[config.mk]
export PLATFORM = sky130hd
export DESIGN_NAME = tx_word_gearbox
export DESIGN_NICKNAME = d
export VERILOG_FILES = /design/src/rtl/tx_word_gearbox.sv
export SDC_FILE = /design/constraint.sdc
export NUM_CORES = 1
export LEC_CHECK = 0
export BUFFER_PORTS_ARGS = -buffer_cell sky130_fd_sc_hd__buf_4
export CORE_MARGIN = 3
export CORE_UTILIZATION = 40
export DETAILED_ROUTE_END_ITERATION = 12
export MAX_ROUTING_LAYER = met4
export PLACE_DENSITY = 0.53
export SETUP_SLACK_MARGIN = 0.15
export SYNTH_ARGS = -nofsm -noshare
export SYNTH_HDL_FRONTEND = slang
export SYNTH_SLANG_ARGS = --single-unit
[constraint.sdc]
create_clock -name clk -period 2.8 [get_ports clk]
set_clock_uncertainty 0.1 [all_clocks]
set_input_delay 0.28 -clock clk [delete_from_list [all_inputs] [get_ports clk]]
set_output_delay 0.28 -clock clk [all_outputs]
set_load 0.05 [all_outputs]
[src/rtl/tx_word_gearbox.sv]
// tx_word_gearbox
//   Feeds the TX serializer with one SER_WIDTH-bit slice per clk cycle.
//   Wide words from the link layer are buffered in a small FIFO. Each word is
//   then emitted LSB slice first over RATIO = IN_WIDTH/SER_WIDTH cycles.
//   When no word is ready at a word boundary, idle_pattern is sent instead.
//
//   Handshake: a word transfers on a rising clk edge where in_valid and
//   in_ready are both high. in_ready depends only on FIFO occupancy and rst,
//   never on in_valid. A pop in the same cycle does not free space early.
//
//   Ports:
//     clk           divided serializer clock, rising-edge logic
//     rst           asynchronous reset, active-high
//     enable        allows new words to be popped at word boundaries
//     in_data       IN_WIDTH word from the link layer
//     in_valid      in_data is valid
//     in_ready      FIFO has room (combinational)
//     idle_pattern  slice sent when no payload is available
//     prbs_mode     (TX_GEARBOX_PRBS_EN only) send PRBS7 instead of data
//     dout          registered slice to the serializer din
//     dout_valid    registered, high when dout carries payload
//     busy          FIFO non-empty or a word is still being emitted
//
//   Optional feature macro: TX_GEARBOX_PRBS_EN adds prbs_mode and a PRBS7
//   (x^7+x^6+1) generator.
//   SER_WIDTH defaults to 2**`SERDES_STAGES. SERDES_STAGES falls back to 2
//   when it is not defined elsewhere.

`ifndef SERDES_STAGES
`define SERDES_STAGES 2
`endif

module tx_word_gearbox #(
  parameter int IN_WIDTH   = 32,
  parameter int SER_WIDTH  = 2**`SERDES_STAGES,
  parameter int FIFO_DEPTH = 4
) (
  input  logic                 clk,
  input  logic                 rst,
  input  logic                 enable,
  input  logic [IN_WIDTH-1:0]  in_data,
  input  logic                 in_valid,
  output logic                 in_ready,
  input  logic [SER_WIDTH-1:0] idle_pattern,
`ifdef TX_GEARBOX_PRBS_EN
  input  logic                 prbs_mode,
`endif
  output logic [SER_WIDTH-1:0] dout,
  output logic                 dout_valid,
  output logic                 busy
);

  localparam int RATIO = IN_WIDTH / SER_WIDTH;
  localparam int PW    = (FIFO_DEPTH > 1) ? $clog2(FIFO_DEPTH) : 1;
  localparam int CW    = PW + 1;
  localparam int IW    = (RATIO > 1) ? $clog2(RATIO) : 1;
  localparam logic [IW-1:0] LAST_IDX = IW'(RATIO - 1);

  typedef enum logic [1:0] {
    IDLE = 2'd0,
    SEND = 2'd1,
    PRBS = 2'd2
  } state_t;

  state_t                state_q, state_d;
  logic [IW-1:0]         idx_q, idx_d;
  logic [IN_WIDTH-1:0]   sh_q, sh_d;
  logic [SER_WIDTH-1:0]  dout_q, dout_d;
  logic                  dout_valid_q, dout_valid_d;
  logic [PW-1:0]         wr_ptr_q, rd_ptr_q;
  logic [CW-1:0]         count_q, count_d;
  logic [IN_WIDTH-1:0]   mem_q [FIFO_DEPTH];
  logic                  push, pop, boundary, prbs_on;
  logic [IN_WIDTH-1:0]   head;

  assign in_ready = (count_q != CW'(FIFO_DEPTH)) && !rst;
  assign push     = in_valid && in_ready;
  assign head     = mem_q[rd_ptr_q];
  assign busy     = (count_q != '0) || (state_q == SEND);
  assign dout       = dout_q;
  assign dout_valid = dout_valid_q;

  // A word boundary happens in IDLE/PRBS, or on the last slice of a word.
  // Only here are prbs_mode and enable allowed to change what comes next.
  assign boundary = (state_q != SEND) || (idx_q == LAST_IDX);

`ifdef TX_GEARBOX_PRBS_EN
  logic [6:0]           lfsr_q, lfsr_d, lfsr_step;
  logic [SER_WIDTH-1:0] prbs_bits;

  assign prbs_on = prbs_mode;

  // Advance the Fibonacci LFSR SER_WIDTH times. The first generated bit
  // (the oldest) goes to the LSB, matching the serializer bit order.
  always_comb begin
    lfsr_step = lfsr_q;
    prbs_bits = '0;
    for (int i = 0; i < SER_WIDTH; i++) begin
      prbs_bits[i] = lfsr_step[6] ^ lfsr_step[5];
      lfsr_step    = {lfsr_step[5:0], lfsr_step[6] ^ lfsr_step[5]};
    end
  end

  always_ff @(posedge clk or posedge rst) begin
    if (rst) lfsr_q <= 7'h7F;
    else     lfsr_q <= lfsr_d;
  end
`else
  assign prbs_on = 1'b0;
`endif

  always_comb begin
    state_d      = state_q;
    idx_d        = idx_q;
    sh_d         = sh_q;
    dout_d       = dout_q;
    dout_valid_d = dout_valid_q;
    pop          = 1'b0;
`ifdef TX_GEARBOX_PRBS_EN
    lfsr_d       = lfsr_q;
`endif
    if (boundary) begin
      idx_d = '0;
      if (prbs_on) begin
        state_d      = PRBS;
        dout_valid_d = 1'b0;
`ifdef TX_GEARBOX_PRBS_EN
        dout_d       = prbs_bits;
        lfsr_d       = lfsr_step;
`endif
      end else if (enable && (count_q != '0)) begin
        pop          = 1'b1;
        state_d      = SEND;
        dout_d       = head[SER_WIDTH-1:0];
        sh_d         = head >> SER_WIDTH;
        dout_valid_d = 1'b1;
      end else begin
        state_d      = IDLE;
        dout_d       = idle_pattern;
        dout_valid_d = 1'b0;
      end
    end else begin
      idx_d  = idx_q + 1'b1;
      dout_d = sh_q[SER_WIDTH-1:0];
      sh_d   = sh_q >> SER_WIDTH;
    end
  end

  always_comb begin
    unique case ({push, pop})
      2'b10:   count_d = count_q + 1'b1;
      2'b01:   count_d = count_q - 1'b1;
      default: count_d = count_q;
    endcase
  end

  always_ff @(posedge clk or posedge rst) begin
    if (rst) begin
      state_q      <= IDLE;
      idx_q        <= '0;
      sh_q         <= '0;
      dout_q       <= '0;
      dout_valid_q <= 1'b0;
      wr_ptr_q     <= '0;
      rd_ptr_q     <= '0;
      count_q      <= '0;
    end else begin
      state_q      <= state_d;
      idx_q        <= idx_d;
      sh_q         <= sh_d;
      dout_q       <= dout_d;
      dout_valid_q <= dout_valid_d;
      count_q      <= count_d;
      if (push) wr_ptr_q <= wr_ptr_q + 1'b1;
      if (pop)  rd_ptr_q <= rd_ptr_q + 1'b1;
    end
  end

  // Storage needs no reset; the pointers and count define what is valid.
  always_ff @(posedge clk) begin
    if (push) mem_q[wr_ptr_q] <= in_data;
  end

endmodule

==> impl_metrics.csv <==
group,metric,value,unit
power,vdd_drop_max,0.471,mV
final_layout,fillers,1391,
floorplan,std_cell_rows,46,
sta,maxSlewHeadroom,0.643,
route,wl_per_cell,19.1,um
setup_path,cpPeakStageDelay,370,ps
final_layout,multiInputGateArea,0.00152,mm^2
placement,dp_hpwl,7240,um
setup_path,crit_buf_inv,1,
global_routing,grt_pass1_vias,3503,
min_path,hold_end,"wr_ptr_q[0]",
route,via_count,3400,
sta,tightest_slew,535,ps
cts,h-tree-depth,4,
job,drv_cap,0,
logic_synthesis,yosys.area.top_type,"edfxtp_1",
sta,finalHoldViolCount,0,
floorplan,die_area,0.0181,mm^2
logic_synthesis,yosysTopAreaCellShare,0.582,
setup_path,worst-path-max-fanout,6,
logic_synthesis,yosysSeqAreaShare,0.744,
route,wl_met1,5600,um
setup_path,crit_path_end_kind,"register",
final_layout,diodes,0,
logic_synthesis,ys_ff_latch,171,
cts,clk_latency,420,ps
route,first_pass_iters,4,
route,route.met3.wl,441,um
route,wl_met2,6090,um
final_layout,layout_common_cells,"edfxtp_1 (128), buf_4 (60), dfrtp_1 (42), dlygate4sd3_1 (37)",
setup_path,worst-setup-path-type,"register to register",
cts,cts-root-buf,"clkbuf_16",
floorplan,ios,47,
power,p_per_area,927,mW/mm^2
setup_path,r2r_slack,480,ps
global_routing,grtUsageTotal,0.153,
min_path,hold_path_class,"primary input to register",
logic_synthesis,synthesis.instances,327,
min_path,holdCritStartpoint,"in_valid",
cts,post_cts_buffers,0,
sta,min_period,2320,ps
setup_path,r2r-end,"count_q[2]",
setup_path,cp_slowest_cell,"fa_1",
cts,numCtsBuffers,17,
status,status,"finished clean",
route,initialDrtViolationCount,206,
setup_path,critPathRequiredTime,3040,ps
final_layout,synthToLayoutAreaGrowth,22.3,%
setup_path,r2r_start,"idx_q[0]",
cts,clkTransAtPathRegs,60,ps
cts,clock_path_buffers,2,
global_routing,grt_antenna_before_repair,0,
route,routed_wl,12400,um
power,power,7.50,mW
global_routing,overflow,0,
setup_path,crit_top_cell,"ha_1",
power,p_leak,3.07,nW
route,drc,0,
min_path,holdPathStages,5,
setup_path,r2r.worst_path.cells,10,
route,highest_layer,"met4",
sta,final_max_slew_viol_count,0,
final_layout,drive_above_1_share,0.267,
floorplan,die_h,135,um
cts,cts_tree,"done",
route,ant_nets,0,
final_layout,layout.nets,470,
sta,fmaxAchievable,431,MHz
floorplan,core_area,0.0160,mm^2
floorplan,start_util,0.413,
logic_synthesis,ys_top_cells_by_area,"edfxtp_1 (58%), dfrtp_1 (16%), mux4_2 (9.5%)",
placement,numPortBuffers,46,
final_layout,final_common_cell,"edfxtp_1",
placement,gp_congestion,0.667,
setup_path,path_cells,"ha_1 > ha_1 > nand2b_1 > and2_1 > ha_1 > inv_1 > fa_1 > xor2_1 > nor2_1 > xor2_1",
cts,clkSinkCount,171,
sta,setup_tns,0,ps
global_routing,grt_start_max_net_pins,34,
setup_path,crit_family,"adder cells",
logic_synthesis,synth.avg_cell_area,20.2,um^2
sta,setup_viol,0,
logic_synthesis,syn_area,0.00661,mm^2
global_routing,grt_pass1_wl,19900,um
final_layout,regArea,0.00492,mm^2
sta,fin_crit_sh,0.828,
setup_path,crit_start,"idx_q[0]",
sta,rsz0062_at_grt,"false",
setup_path,worstSetupStartpointType,"register",
logic_synthesis,ys_warn_count,0,
logic_synthesis,ys_types,27,
floorplan,dieWidth,135,um
setup_path,crit_arrival,2560,ps
route,vias_per_cell,5.23,
logic_synthesis,syn_nets,375,
-- cell usage after synthesis, drive strengths merged --
cell type  number
and2            7
a21oi           1
fa              1
or4             1
nand3           1
nor2            4
nor2b           1
edfxtp        128
a211oi          1
xnor2           3
clkbuf         11
mux4           32
mux2i           1
mux2            1
dfrtp          43
ha              7
buf            10
xor2            3
a22o            4
a221o          28
o31a            1
nand2b          1
inv             9
and3           28
-- flip-flops by register name, indices dropped and copies added (netlist names) --
name	cells
count_q	3
rd_ptr_q	2
idx_q	3
dout	4
wr_ptr_q	2
mem_q	128
sh_q	28
dout_valid	1
-- worst register-to-register path: stages (launching register included) --
cell	delay [ps]
dfrtp_1	350
ha_1	160
ha_1	170
nand2b_1	120
and2_1	270
ha_1	230
inv_1	60
fa_1	370
xor2_1	150
nor2_1	110
xor2_1	160
-- layout make-up --
class,instances,area share
Clock buffer,22,0.0550
Clock inverter,9,0.00929
Inverter,9,0.00418
Multi-Input combinational cell,126,0.188
Sequential cell,171,0.609
Tap cell,216,0.0334
Timing Repair Buffer,97,0.102
-- what timing repair did --
action                                 CTS  global route
resized for setup                        0             0
hold buffers                            37             0
setup endpoints to repair                0             0
endpoints found under the hold margin  144             0
-- stage by stage --
stage,utilization,hold slack (ps),cell area [um^2],cells,setup slack (ps)
detailed placement,0.450,188,7190,582,480
global placement,0.450,189,7190,582,564
floorplan,-,279,6610,327,448
global route,0.505,253,8080,650,274
CTS,0.505,229,8080,650,453
finish,0.505,253,8080,650,482
-- cell families (layout without fill, tap and decap cells) --
group,after synthesis,count (layout),share of synthesized area
AOI/OAI and AO/OA,35,35,0.0509
buffers and inverters,30,137,0.0267
DFF,171,171,0.744
adders and majority gates,8,8,0.0163
xor gates and xnor gates,6,6,0.00795
muxes,34,34,0.115
and+or+nand+nor,43,43,0.0392
-- where the power goes --
| part | internal, mW | switching, mW |
|---|---|---|
| combinational | 0.942 | 1.07 |
| clock | 1.21 | 0.897 |
| sequential | 3.19 | 0.192 |
| total | 5.33 | 2.16 |
-- routing by layer --
metal,up-vias,GRT usage
li1,1526,-
met1,1782,0.201
met2,71,0.234
met3,21,0.0373
met4,0,0.0605
met5,-,-
-- how the worst max path moves through the flow --
| stage | endpoint | slack, ps | cells past startpoint |
|---|---|---|---|
| final | count_q[2] | 480 | 10 |
| after global routing | count_q[2] | 270 | 10 |
| after CTS | count_q[2] | 450 | 10 |
| after detailed placement | count_q[2] | 480 | 10 |
| after global placement | count_q[2] | 560 | 10 |
| after floorplan | mem_q[0][0] | 450 | 3 |
Note: power is estimated with default switching activity, not from simulation.
